===== src/rtl/uart_frame_pkg.sv =====
// Shared types and constants for the framed UART register-write path.
package uart_frame_pkg;

    typedef enum logic [2:0] {
        ST_IDLE,
        ST_ADDR,
        ST_LEN,
        ST_DATA,
        ST_CSUM,
        ST_COMMIT,
        ST_RESP
    } state_e;

    localparam logic [2:0] ERR_LEN     = 3'd1;
    localparam logic [2:0] ERR_RANGE   = 3'd2;
    localparam logic [2:0] ERR_CSUM    = 3'd3;
    localparam logic [2:0] ERR_TIMEOUT = 3'd4;

    localparam logic [7:0] DEF_HEADER = 8'hA5;
    localparam logic [7:0] DEF_ACK    = 8'h06;
    localparam logic [7:0] DEF_NAK    = 8'h15;

endpackage


===== src/rtl/uart_frame_regs_if.sv =====
// Byte-stream handshake between the UART rx/tx pair and the frame parser.
interface uart_frame_regs_if;
    logic [7:0] rx_data;
    logic       rx_vld;
    logic [7:0] tx_data;
    logic       tx_vld;
    logic       tx_rdy;

    modport master (output rx_data, output rx_vld, output tx_rdy,
                    input  tx_data, input  tx_vld);
    modport slave  (input  rx_data, input  rx_vld, input  tx_rdy,
                    output tx_data, output tx_vld);
endinterface


===== src/rtl/frame_timeout_cnt.sv =====
// Inter-byte idle timer: down-counter reloaded on clear, expires after
// TIMEOUT_CYC consecutive enabled, uncleared cycles.
module frame_timeout_cnt #(
    parameter int unsigned TIMEOUT_CYC = 50_000
) (
    input  logic sys_clk,
    input  logic sys_rst,
    input  logic clr_i,
    input  logic en_i,
    output logic expire_o
);
    localparam int unsigned CW = (TIMEOUT_CYC > 1) ? $clog2(TIMEOUT_CYC) : 1;
    localparam logic [CW-1:0] LOAD = CW'(TIMEOUT_CYC - 1);

    logic [CW-1:0] cnt_q, cnt_d;

    always_comb begin
        cnt_d = cnt_q;
        if (clr_i) begin
            cnt_d = LOAD;
        end else if (en_i && cnt_q != '0) begin
            cnt_d = cnt_q - CW'(1);
        end
    end

    always_ff @(posedge sys_clk) begin
        if (sys_rst) cnt_q <= LOAD;
        else         cnt_q <= cnt_d;
    end

    assign expire_o = en_i && !clr_i && (cnt_q == '0);

endmodule


===== src/rtl/uart_frame_regs.sv =====
// Parses HEADER/ADDR/LEN/DATA/CSUM write frames into a byte register bank,
// committing only fully validated frames, and answers with ACK/NAK.
//
// state  | meaning
// IDLE   | hunting for HEADER, other bytes dropped
// ADDR   | waiting for start register address
// LEN    | waiting for byte count; length/range checked here
// DATA   | collecting payload into the frame buffer
// CSUM   | comparing received checksum with running sum
// COMMIT | copying buffer into the bank, one byte per cycle
// RESP   | presenting ACK/NAK until the transmitter takes it
module uart_frame_regs
    import uart_frame_pkg::*;
#(
    parameter int unsigned NUM_REGS    = 8,
    parameter int unsigned MAX_LEN     = 8,
    parameter logic [7:0]  HEADER      = DEF_HEADER,
    parameter logic [7:0]  ACK_BYTE    = DEF_ACK,
    parameter logic [7:0]  NAK_BYTE    = DEF_NAK,
    parameter int unsigned TIMEOUT_CYC = 50_000,
    parameter bit          ACK_EN      = 1'b1
) (
    input  logic                  sys_clk,
    input  logic                  sys_rst,
    uart_frame_regs_if.slave      uart,
    output logic [NUM_REGS*8-1:0] reg_data,
    output logic                  frame_ok,
    output logic                  frame_err,
    output logic [2:0]            err_code,
    output logic                  busy
);
    localparam int unsigned LW = $clog2(MAX_LEN + 1);

    state_e                state_q, state_d;
    logic [7:0]            addr_q, addr_d;
    logic [7:0]            sum_q, sum_d;
    logic [7:0]            resp_q, resp_d;
    logic [LW-1:0]         len_q, len_d;
    logic [LW-1:0]         idx_q, idx_d;
    logic [MAX_LEN*8-1:0]  buf_q, buf_d;
    logic [NUM_REGS*8-1:0] regs_q, regs_d;
    logic [2:0]            err_q, err_d;
    logic                  ok_q, ok_d;
    logic                  in_frame, tmo_expire, err_exit;
    logic [8:0]            end_addr;

    assign in_frame = state_q inside {ST_ADDR, ST_LEN, ST_DATA, ST_CSUM};
    // Nine bits so a high address plus length cannot wrap past the range check.
    assign end_addr = {1'b0, addr_q} + {1'b0, uart.rx_data};

    frame_timeout_cnt #(.TIMEOUT_CYC(TIMEOUT_CYC)) u_tmo (
        .sys_clk  (sys_clk),
        .sys_rst  (sys_rst),
        .clr_i    (uart.rx_vld || !in_frame),
        .en_i     (in_frame),
        .expire_o (tmo_expire)
    );

    always_comb begin
        state_d  = state_q;
        addr_d   = addr_q;
        sum_d    = sum_q;
        resp_d   = resp_q;
        len_d    = len_q;
        idx_d    = idx_q;
        buf_d    = buf_q;
        regs_d   = regs_q;
        err_d    = err_q;
        ok_d     = 1'b0;
        err_exit = 1'b0;
        unique case (state_q)
            ST_IDLE: if (uart.rx_vld && uart.rx_data == HEADER) state_d = ST_ADDR;
            ST_ADDR: if (uart.rx_vld) begin
                addr_d  = uart.rx_data;
                sum_d   = uart.rx_data;
                state_d = ST_LEN;
            end
            ST_LEN: if (uart.rx_vld) begin
                sum_d = sum_q + uart.rx_data;
                if (uart.rx_data == 8'd0 || uart.rx_data > 8'(MAX_LEN)) begin
                    err_d    = ERR_LEN;
                    err_exit = 1'b1;
                end else if (end_addr > 9'(NUM_REGS)) begin
                    err_d    = ERR_RANGE;
                    err_exit = 1'b1;
                end else begin
                    len_d   = uart.rx_data[LW-1:0];
                    idx_d   = '0;
                    state_d = ST_DATA;
                end
            end
            ST_DATA: if (uart.rx_vld) begin
                buf_d[int'(idx_q)*8 +: 8] = uart.rx_data;
                sum_d = sum_q + uart.rx_data;
                idx_d = idx_q + LW'(1);
                if (idx_q == len_q - LW'(1)) state_d = ST_CSUM;
            end
            ST_CSUM: if (uart.rx_vld) begin
                if (uart.rx_data == sum_q) begin
                    idx_d   = '0;
                    state_d = ST_COMMIT;
                end else begin
                    err_d    = ERR_CSUM;
                    err_exit = 1'b1;
                end
            end
            ST_COMMIT: begin
                regs_d[(int'(addr_q) + int'(idx_q))*8 +: 8] = buf_q[int'(idx_q)*8 +: 8];
                idx_d = idx_q + LW'(1);
                if (idx_q == len_q - LW'(1)) begin
                    ok_d    = 1'b1;
                    state_d = ACK_EN ? ST_RESP : ST_IDLE;
                    if (ACK_EN) resp_d = ACK_BYTE;
                end
            end
            ST_RESP: if (uart.tx_rdy) state_d = ST_IDLE;
            default: state_d = ST_IDLE;
        endcase
        if (tmo_expire) begin
            err_d    = ERR_TIMEOUT;
            err_exit = 1'b1;
        end
        if (err_exit) begin
            state_d = ACK_EN ? ST_RESP : ST_IDLE;
            if (ACK_EN) resp_d = NAK_BYTE;
        end
    end

    always_ff @(posedge sys_clk) begin
        if (sys_rst) begin
            state_q <= ST_IDLE;
            addr_q  <= '0;
            sum_q   <= '0;
            resp_q  <= '0;
            len_q   <= '0;
            idx_q   <= '0;
            buf_q   <= '0;
            regs_q  <= '0;
            err_q   <= '0;
            ok_q    <= 1'b0;
        end else begin
            state_q <= state_d;
            addr_q  <= addr_d;
            sum_q   <= sum_d;
            resp_q  <= resp_d;
            len_q   <= len_d;
            idx_q   <= idx_d;
            buf_q   <= buf_d;
            regs_q  <= regs_d;
            err_q   <= err_d;
            ok_q    <= ok_d;
        end
    end

    assign reg_data     = regs_q;
    assign frame_ok     = ok_q;
    assign frame_err    = err_exit;
    assign err_code     = err_q;
    assign busy         = (state_q != ST_IDLE);
    assign uart.tx_vld  = (state_q == ST_RESP);
    assign uart.tx_data = resp_q;

endmodule


===== src/flat_wrapper.sv =====
// flat-port wrapper written by rule: the top's interface ports become plain ports
module uart_frame_regs_flat import uart_frame_pkg::*;
#(
    parameter int unsigned NUM_REGS    = 8,
    parameter int unsigned MAX_LEN     = 8,
    parameter logic [7:0]  HEADER      = DEF_HEADER,
    parameter logic [7:0]  ACK_BYTE    = DEF_ACK,
    parameter logic [7:0]  NAK_BYTE    = DEF_NAK,
    parameter int unsigned TIMEOUT_CYC = 50_000,
    parameter bit          ACK_EN      = 1'b1
)
  (sys_clk, sys_rst, reg_data, frame_ok, frame_err, err_code, busy, uart_rx_data, uart_rx_vld, uart_tx_rdy, uart_tx_data, uart_tx_vld);
  uart_frame_regs_if uart_i ();
  input  logic sys_clk;
  input  logic sys_rst;
  output logic [NUM_REGS*8-1:0] reg_data;
  output logic frame_ok;
  output logic frame_err;
  output logic [2:0] err_code;
  output logic busy;
  input wire logic [$bits(uart_i.rx_data)-1:0] uart_rx_data;
  input wire logic [$bits(uart_i.rx_vld)-1:0] uart_rx_vld;
  input wire logic [$bits(uart_i.tx_rdy)-1:0] uart_tx_rdy;
  output wire logic [$bits(uart_i.tx_data)-1:0] uart_tx_data;
  output wire logic [$bits(uart_i.tx_vld)-1:0] uart_tx_vld;
  assign uart_i.rx_data = uart_rx_data;
  assign uart_i.rx_vld = uart_rx_vld;
  assign uart_i.tx_rdy = uart_tx_rdy;
  assign uart_tx_data = uart_i.tx_data;
  assign uart_tx_vld = uart_i.tx_vld;
  uart_frame_regs #(.NUM_REGS(NUM_REGS), .MAX_LEN(MAX_LEN), .HEADER(HEADER), .ACK_BYTE(ACK_BYTE), .NAK_BYTE(NAK_BYTE), .TIMEOUT_CYC(TIMEOUT_CYC), .ACK_EN(ACK_EN)) u_core (.sys_clk(sys_clk), .sys_rst(sys_rst), .uart(uart_i), .reg_data(reg_data), .frame_ok(frame_ok), .frame_err(frame_err), .err_code(err_code), .busy(busy));
endmodule

===== config.mk =====
export PLATFORM = sky130hd
export DESIGN_NAME = uart_frame_regs_flat
export DESIGN_NICKNAME = d
export VERILOG_FILES = /design/src/rtl/uart_frame_pkg.sv /design/src/rtl/uart_frame_regs_if.sv /design/src/rtl/frame_timeout_cnt.sv /design/src/rtl/uart_frame_regs.sv /design/src/flat_wrapper.sv
export SDC_FILE = /design/constraint.sdc
export NUM_CORES = 1
export LEC_CHECK = 0
export ABC_AREA = 1
export BUFFER_PORTS_ARGS = -buffer_cell sky130_fd_sc_hd__buf_4
export CORE_UTILIZATION = 50
export DETAILED_ROUTE_END_ITERATION = 8
export PLACE_DENSITY = 0.69
export SLEW_MARGIN = 20
export SYNTH_ARGS = -nofsm -noshare
export SYNTH_HDL_FRONTEND = slang
export SYNTH_SLANG_ARGS = --single-unit

===== constraint.sdc =====
create_clock -name sys_clk -period 3.6 [get_ports sys_clk]
set_input_delay 0.18 -clock sys_clk [delete_from_list [all_inputs] [get_ports sys_clk]]
set_output_delay 0.18 -clock sys_clk [all_outputs]
set_load 0.01 [all_outputs]

### After elaboration in Yosys (flattened, before gate mapping)

Cells that the tools add are included.

* bits of input ports: 12
* flip-flop bits (word level): 179
* output and inout bits: 79

* add/sub/neg operators: 8
* multiplexer cells: 43
* shift operators: 5
* reductions and logical operators: 36
* $lt $le $gt $ge: 2
* bitwise logic cells: 3
* eq/ne operators: 38

Operators with widths (count)
* 64-bit bitwise mux: 2
* 8-bit by 33-bit variable shift with 64-bit output, first input constant: 2
* 8-bit by 33-bit variable part select with 64-bit output: 2
* 64-bit by 8-bit variable part select with 8-bit output: 1
* 3-bit 2-to-1 mux: 18
* 32-bit negator with 33-bit output: 1
* 7-bit negator with 33-bit output: 1
* 3-bit != test, second input constant: 10
* 4-bit 2-to-1 mux: 6
* 11-bit AND reduction: 2
* 3-bit case mux with 7 select lines: 1
* 2-bit != test, second input constant: 10
* 16-bit zero test: 1
* 8-bit 2-to-1 mux: 2
* 4-bit case mux with 4 select lines: 1
* 8-bit case mux with 2 select lines: 1
* 16-bit nonzero test: 1
* 16-bit by 1-bit subtractor with 16-bit output, second input constant: 1
* 5-bit 2-to-1 mux: 3
* 3-bit by 2-bit != test with 1-bit output, second input constant: 5
* 5-bit AND reduction: 2
* 2-bit OR reduction: 5
* 8-bit by 4-bit adder with 9-bit output: 1
* 8-bit by 8-bit adder with 9-bit output: 1
* other kinds (29): 55

### Logic depth before layout (Yosys ltp)

Gate-level depths: netlist of the first run.

* depth after elaboration: 10
* gate-level depth with buffers: 22

### Modules after synthesis

Synthesis of the first run repeated with hierarchy kept, for this count alone.

* cells, all modules: 1496
* area, all modules: 9990.8 µm²

By module, submodules not included
* uart_frame_regs: sequential area each 3243.1 µm², cells each 1344, area each 8993.6 µm², instances 1
* frame_timeout_cnt: sequential area each 320.3 µm², cells each 152, area each 997.2 µm², instances 1

### Worst setup path before layout of the first run

OpenSTA, ideal clock, no wires.

* path type: register to register
* start point: reg u_core.idx_q[0]
* end point: reg u_core.regs_q[1] (netlist: u_core.reg_data[1])
* arrival: 2.971 ns
* stages on the path, launching flop included: 20
* data required time: 3.529 ns
* clock period less this slack: 3.041 ns
* slack: 0.559 ns
* path through: dfxtp_1 -> ha_1 -> buf_6 -> inv_4 -> clkbuf_1 -> ha_1 -> inv_1 -> nor2_2 -> nand3_2 -> inv_1 -> nand3_1 -> inv_1 -> ha_1 -> nor3_1 -> nand3_1 -> nor3_1 -> nand2_1 -> inv_2 -> nand3_1 -> a21oi_1

* cells in the longest elaborated chain, start to end: 4

RTL lines
* start: declaration: line uart_frame_regs.sv:39 `logic [LW-1:0] idx_q, idx_d;`
* start signal: assignment: line uart_frame_regs.sv:147 `idx_q <= idx_d;`
* 8-bit by 4-bit adder with 9-bit output: line uart_frame_regs.sv:108 `regs_d[(int'(addr_q) + int'(idx_q))*8 +: 8] = buf_q[int'(idx_q)*8 +: 8];`
* 32-bit negator with 33-bit output: line uart_frame_regs.sv:108
* 8-bit by 33-bit variable part select with 64-bit output or 8-bit by 33-bit variable shift with 64-bit output (tied branches): line uart_frame_regs.sv:108
* 64-bit bitwise mux *: line uart_frame_regs.sv:108
* end signal: assignment: line uart_frame_regs.sv:149 `regs_q <= regs_d;`
* end: declaration: line uart_frame_regs.sv:41 `logic [NUM_REGS*8-1:0] regs_q, regs_d;`

Every way passes the cells marked *; elsewhere a longest branch is shown, timed or not.
A chain may end at the register's enable or synchronous reset.

### Worst setup path in the final report of the first run

* start point: reg u_core.addr_q[0]
* end point: reg u_core.regs_q[16] (netlist: u_core.reg_data[16])

* cells in the longest elaborated chain, start to end: 4

RTL lines
* start: declaration: line uart_frame_regs.sv:35 `logic [7:0] addr_q, addr_d;`
* start signal: assignment: line uart_frame_regs.sv:143 `addr_q <= addr_d;`
* 8-bit by 4-bit adder with 9-bit output *: line uart_frame_regs.sv:108
* 32-bit negator with 33-bit output *: line uart_frame_regs.sv:108
* 8-bit by 33-bit variable part select with 64-bit output or 8-bit by 33-bit variable shift with 64-bit output (tied branches): line uart_frame_regs.sv:108
* 64-bit bitwise mux *: line uart_frame_regs.sv:108

Marked as above.

==> flow_summary.yaml, run 1 <==
outcome:
  status: "complete, no violations"
timing:
  finalSetupViolations: 0
  tightest_slew_ns: 0.909
  finalHoldWorstSlack_ns: 0.0629
  rsz0062_at_grt: "false"
  fin_crit_ns: 3.30
  finClkSkew_ns: 0.0124
  slew_headroom: 0.392
  drv_slew: 0
  clock.fmax_mhz: 303
  fin_crit_sh: 0.915
  hold_viol: 0
  tns_ns: 0
  fin_ws_ns: 0.304
layout:
  seq_area_um2: 3560
  n_antenna_cell: 0
  drive_gt1_frac: 0.129
  multi_input_area_um2: 5140
  utilization: 0.592
  area_growth_syn_to_layout_pct: 15.0
  nets: 1539
  nFillCells: 1863
  fin_area_um2: 11200
  final_cells: 1768
logic_synthesis:
  ys_seq_area_frac: 0.366
  synth_mux_area_frac: 0
  ys_types: 49
  synthCells: 1431
  synth_compound_area_frac: 0.156
  synth_area_leaders: "dfxtp_1 37%, nand2_1 9.3%, nor2_1 9.3%"
  synth_flop_cell: "dfxtp_1"
  yosysTopAreaCellShare: 0.366
  synth-simple-area-share: 0.315
  ys_async_sr_fraction: 0
  ys_seq_elements: 178
  synth_top_cell_by_area: "dfxtp_1"
  synth-edff-count: 0
  synth_xor_area_frac: 0.0117
  synthAdderAreaFrac: 0.0435
  synth_top_family_by_area: "simple AND/OR/NAND/NOR gates"
  synth_area_um2: 9720
  syn_avg_cell_area_um2: 6.80
  yosysWarnings: 0
global_route:
  grt_pass1_vias: 8569
  grt.total_usage: 0.269
  overflow: 0
  grt_start_max_net_pins: 103
  grt_pass1_wl_mm: 42.9
  antenna_found_initial: 0
die:
  start_util: 0.515
  ios: 91
  dieArea_um2: 20000
  coreArea_um2: 18900
  die_h_um: 141
  die_w_um: 141
  core.rowCount: 50
power:
  power_mw: 6.98
  peakVddDrop_mv: 0.516
  power_leakage_nw: 5.20
  p_per_area_nw_per_um2: 625
critical_path:
  crit_buf_inv: 4
  slowest_stage: "fa_1"
  path_common_cell: "inv_1"
  path_delay_family: "simple AND/OR/NAND/NOR gates"
  crit_chain: "ha_1 > fa_1 > inv_1 > ha_1 > inv_1 > nor2_2 > nand3_2 > inv_1 > nand3_1 > inv_1 > ha_1 > nand2_1 > nor2_2 > nand2_1 > nor2_4 > nand4_2 > nor2_1 > nor3b_1"
  cp-startpoint: "u_core.addr_q[0]"
  r2r_end: "u_core.reg_data[16]"
  end_kind: "flip-flop"
  cp_data_required_time_ns: 3.91
  cp.depth: 18
  rr_startpoint: "u_core.addr_q[0]"
  cp_max_fo: 16
  critPathKind: "flip-flop to flip-flop"
  r2r_slack_ns: 0.30
  worstPathArrival_ns: 3.61
  max_stage_delay_ns: 0.50
  endpoint: "u_core.reg_data[16]"
  startpoint_type: "flip-flop"
  rr_worst_depth: 18
routing:
  drtPass1Iterations: 5
  drt_iter0_drc: 689
  drt-total-wl_mm: 26.2
  viasPerCell: 5.31
  post_drt_wl_per_cell_um: 14.8
  drc: 0
  ant_nets: 0
  routed-via-count: 9391
placement:
  io_buffers: 86
  hpwl_mm: 18.5
  place_area_um2: 10500
  pre_cts_slack_ns: 0.210
  place.gp.congestion: 0.889
  dp.cells: 1731
cts:
  clk_latency_ns: 0.44
  htree_levels: 4
  root_buffer: "clkbuf_16"
  cts_tree: "done"
  clkTransAtPathRegs_ns: 0.08
  cts_buffers: 17
  clock-sinks: 178
  cts_max_path_buffers: 2
  ctsHoldBuffers: 0
min_path:
  hold_path.class: "input port to flip-flop"
run:
  cap_violations: 0
==> state kept, by name, indices dropped and copies added (netlist names) <==
register             cells
u_core.u_tmo.cnt_q      16
u_core.sum_q             8
u_core.frame_ok          1
u_core.reg_data         64
u_core.buf_q            64
u_core.err_code          3
u_core.state_q           3
u_core.addr_q            8
u_core.len_q             4
u_core.idx_q             4
u_core.uart.tx_data      3
==> placed cells by master (no fill, tap or decap), types with 6 or more instances in the layout <==
| cell | Yosys | routed |
|---|---|---|
| a31oi_1 | 8 | 8 |
| nor3_1 | 40 | 40 |
| nor3b_1 | 6 | 6 |
| nand2_1 | 241 | 240 |
| a211oi_1 | 10 | 10 |
| nand3_1 | 63 | 63 |
| a21oi_1 | 123 | 123 |
| o21ai_0 | 120 | 120 |
| inv_2 | 10 | 11 |
| o211ai_1 | 15 | 15 |
| inv_1 | 170 | 170 |
| xor2_1 | 7 | 7 |
| clkbuf_16 | 0 | 17 |
| dfxtp_1 | 178 | 177 |
| ha_1 | 29 | 29 |
| nand2_2 | 8 | 9 |
| nor2_1 | 240 | 240 |
| nand4_1 | 24 | 24 |
| buf_4 | 5 | 107 |
| xnor2_1 | 6 | 6 |
| nor4_1 | 13 | 13 |
==> worst min-delay path by stage <==
stage	start	to	slack (ns)	cells past startpoint
after floorplan	uart_rx_data[0]	u_core.sum_q[0]	0.34	2
after global placement	u_core.reg_data[35]	u_core.reg_data[35]	0.43	2
after detailed placement	u_core.reg_data[33]	u_core.reg_data[33]	0.44	2
after CTS	uart_rx_data[0]	u_core.sum_q[0]	0.05	3
after global routing	uart_rx_data[0]	u_core.sum_q[0]	0.06	3
final	uart_rx_data[0]	u_core.sum_q[0]	0.06	3
==> power breakdown <==
group | switching (mW) | internal, mW | total, mW
clock network | 0.892 | 1.06 | 1.95
registers | 0.0681 | 2.05 | 2.11
logic | 2.12 | 0.800 | 2.92
total | 3.08 | 3.91 | 6.98
==> what timing repair did <==
| item | CTS | global route |
|---|---|---|
| gates resized for setup | 0 | 2 |
| hold endpoints to repair | 0 | 0 |
| buffers inserted | 0 | 5 |
| setup endpoints to repair | 0 | 11 |
==> metal layers <==
layer / routed length [um] / global-route usage / vias to the layer above / part of all wire
met3: 1550 / 0.0472 / 68 / 0.059
met2: 11900 / 0.442 / 326 / 0.45
met4: 968 / 0.117 / 0 / 0.037
li1: - / - / 4793 / -
met5: 0 / 0 / - / 0
met1: 11800 / 0.348 / 4204 / 0.45
==> synthesized netlist by cell type, types with 5 or more instances <==
cell,n
a211oi_1,10
a21oi_1,123
a31oi_1,8
buf_2,16
buf_4,5
buf_6,5
clkbuf_1,36
dfxtp_1,178
ha_1,29
inv_1,170
inv_2,10
nand2_1,241
nand2_2,8
nand3_1,63
nand4_1,24
nor2_1,240
nor2_2,5
nor3_1,40
nor3b_1,6
nor4_1,13
o211ai_1,15
o21ai_0,120
xnor2_1,6
xor2_1,7
==> final cells by class <==
type | count | share of cell area
inverters | 186 | 0.0629
flip-flops and latches | 178 | 0.319
repair buffers | 108 | 0.0737
well taps | 260 | 0.0291
multi-input cells | 1004 | 0.460
clock inverters | 15 | 0.0171
clock buffers | 17 | 0.0381
==> worst register-to-register path, cell delays in order (launching register included) <==
cell and delay (ns):
dfxtp_1 0.33, ha_1 0.25, fa_1 0.50, inv_1 0.06, ha_1 0.17, inv_1 0.07, nor2_2 0.06, nand3_2 0.09
inv_1 0.06, nand3_1 0.10, inv_1 0.06, ha_1 0.29, nand2_1 0.07, nor2_2 0.14, nand2_1 0.11, nor2_4 0.14
nand4_2 0.38, nor2_1 0.24, nor3b_1 0.07
==> cell families after synthesis <==
family                   Yosys count
AO/OA/AOI/OAI                    284
XOR/XNOR                          13
adder cells (fa/ha/maj)           32
buffers and inverters            252
flip-flops                       178
other                              1
AND/OR/NAND/NOR                  671
Note: power is estimated with default switching activity, not from simulation.
==> run 2, diff against run 1 <==
- CORE_ASPECT_RATIO: unset -> 0.7
==> flow_summary.yaml, run 2 (synthesized netlist as in run 1, its figures left out) <==
critical_path:
  critPathKind: "flip-flop to flip-flop"
  cp-startpoint: "u_core.idx_q[0]"
  rr_startpoint: "u_core.idx_q[0]"
  worstPathArrival_ns: 3.68
  startpoint_type: "flip-flop"
  end_kind: "flip-flop"
  cp_max_fo: 14
  cp_data_required_time_ns: 3.93
global_route:
  grt.total_usage: 0.282
  grt_start_max_net_pins: 74
  grt_pass1_vias: 8619
  overflow: 0
  grt_pass1_wl_mm: 44.8
  antenna_found_initial: 0
layout:
  nets: 1538
  nFillCells: 1846
  area_growth_syn_to_layout_pct: 14.6
  final_cells: 1770
  n_antenna_cell: 0
  final_common_cell: "nand2_1"
  drive_gt1_frac: 0.127
  utilization: 0.587
  multi_input_area_um2: 5150
  seq_area_um2: 3560
  final_cell_mix: "240 x nand2_1, 239 x nor2_1, 177 x dfxtp_1"
timing:
  tightest_slew_ns: 0.979
  finalSetupViolations: 0
  clock.fmax_mhz: 299
  fin_ws_ns: 0.254
  hold_viol: 0
  fin_crit_ns: 3.35
  drv_slew: 0
  tns_ns: 0
  slew_headroom: 0.347
  finClkSkew_ns: 0.0128
  fin_crit_sh: 0.930
routing:
  ant_nets: 0
  post_drt_wl_per_cell_um: 15.4
  viasPerCell: 5.37
  routed-via-count: 9502
  drt_iter0_drc: 948
  drc: 0
  drt-total-wl_mm: 27.3
  drtPass1Iterations: 8
placement:
  hpwl_mm: 19.7
  place.gp.congestion: 0.902
  io_buffers: 86
  dp.cells: 1736
  pre_cts_slack_ns: 0.209
die:
  core.rowCount: 42
  die_h_um: 119
  dieArea_um2: 20000
  start_util: 0.513
  die_w_um: 169
  ios: 91
  coreArea_um2: 19000
cts:
  cts_max_path_buffers: 2
  root_buffer: "clkbuf_16"
  ctsHoldBuffers: 0
  cts_buffers: 17
  cts_tree: "done"
  clock-sinks: 178
  clk_latency_ns: 0.44
  clkTransAtPathRegs_ns: 0.07
  htree_levels: 4
power:
  p_per_area_nw_per_um2: 621
  power_mw: 6.92
  power_leakage_nw: 5.17
  peakVddDrop_mv: 0.380
min_path:
  hold_start: "uart_rx_data[5]"
  hold_path.class: "input port to flip-flop"
outcome:
  status: "complete, no violations"
run:
  cap_violations: 0
==> run 2: cell types whose count changed in the layout (fill, tap and decap cells not counted) <==
| cell | previous run | this run |
|---|---|---|
| clkinv_2 | 1 | 0 |
| clkinv_4 | 1 | 4 |
| nor2_2 | 5 | 6 |
| clkbuf_8 | 0 | 1 |
| clkinv_8 | 2 | 0 |
| buf_4 | 107 | 105 |
| clkbuf_1 | 0 | 3 |
| buf_6 | 0 | 1 |
| inv_6 | 5 | 2 |
| nor2_1 | 240 | 239 |
| clkinvlp_4 | 1 | 2 |
| inv_8 | 3 | 0 |
==> run 2: worst paths after layout <==
| kind | end | slack, ns | cells after the start |
|---|---|---|---|
| max | u_core.reg_data[26] | 0.25 | 18 |
| min | u_core.buf_q[37] | 0.09 | 3 |
| max reg2reg | u_core.reg_data[26] | 0.25 | 18 |
| min reg2reg | u_core.reg_data[35] | 0.44 | 2 |
==> run 2: timing repair <==
action | 4_1_cts | 5_1_grt
resized for setup | 0 | 4
buffers inserted | 0 | 3
endpoints found under the setup margin | 0 | 32
==> run 2: power by group <==
part           switching [mW]  total (mW)  internal (mW)
clock                   0.813        1.86           1.05
sequential             0.0715        2.12           2.05
combinational            2.14        2.94          0.802
==> run 2: layer usage <==
layer	GRT usage	up-vias	part of all wire
met4	0.0659	0	0.011
met1	0.427	4351	0.50
met5	0	-	0
li1	-	4783	-
met2	0.392	336	0.40
met3	0.0717	32	0.089
==> run 2: cell type report <==
class                           count  area share
Multi-Input combinational cell   1004       0.462
Clock buffer                       21      0.0404
Tap cell                          264      0.0296
Sequential cell                   178       0.320
Timing Repair Buffer              107      0.0735
Inverter                          186      0.0631
Clock inverter                     10      0.0115
==> run 2: worst max-delay path, cell delays in order, from the launching register on <==
cell and delay (ns):
dfxtp_2 0.33, ha_1 0.26, fa_1 0.50, inv_1 0.06, ha_1 0.17, inv_1 0.08, nor2_2 0.06, nand3_2 0.09
inv_1 0.06, nand3_1 0.10, inv_1 0.05, ha_1 0.29, nand2_1 0.07, nor2_2 0.13, nand3_2 0.13, nor2_8 0.30
nand4_4 0.27, nor2_1 0.19, nor2_1 0.06
==> run 2: metrics by stage <==
step | hold slack, ns | instance area (um^2)
floorplan | 0.341 | 9740
global placement | 0.431 | 10500
detailed placement | 0.435 | 10500
CTS | 0.0695 | 11100
global route | 0.0986 | 11100
finish | 0.0870 | 11100
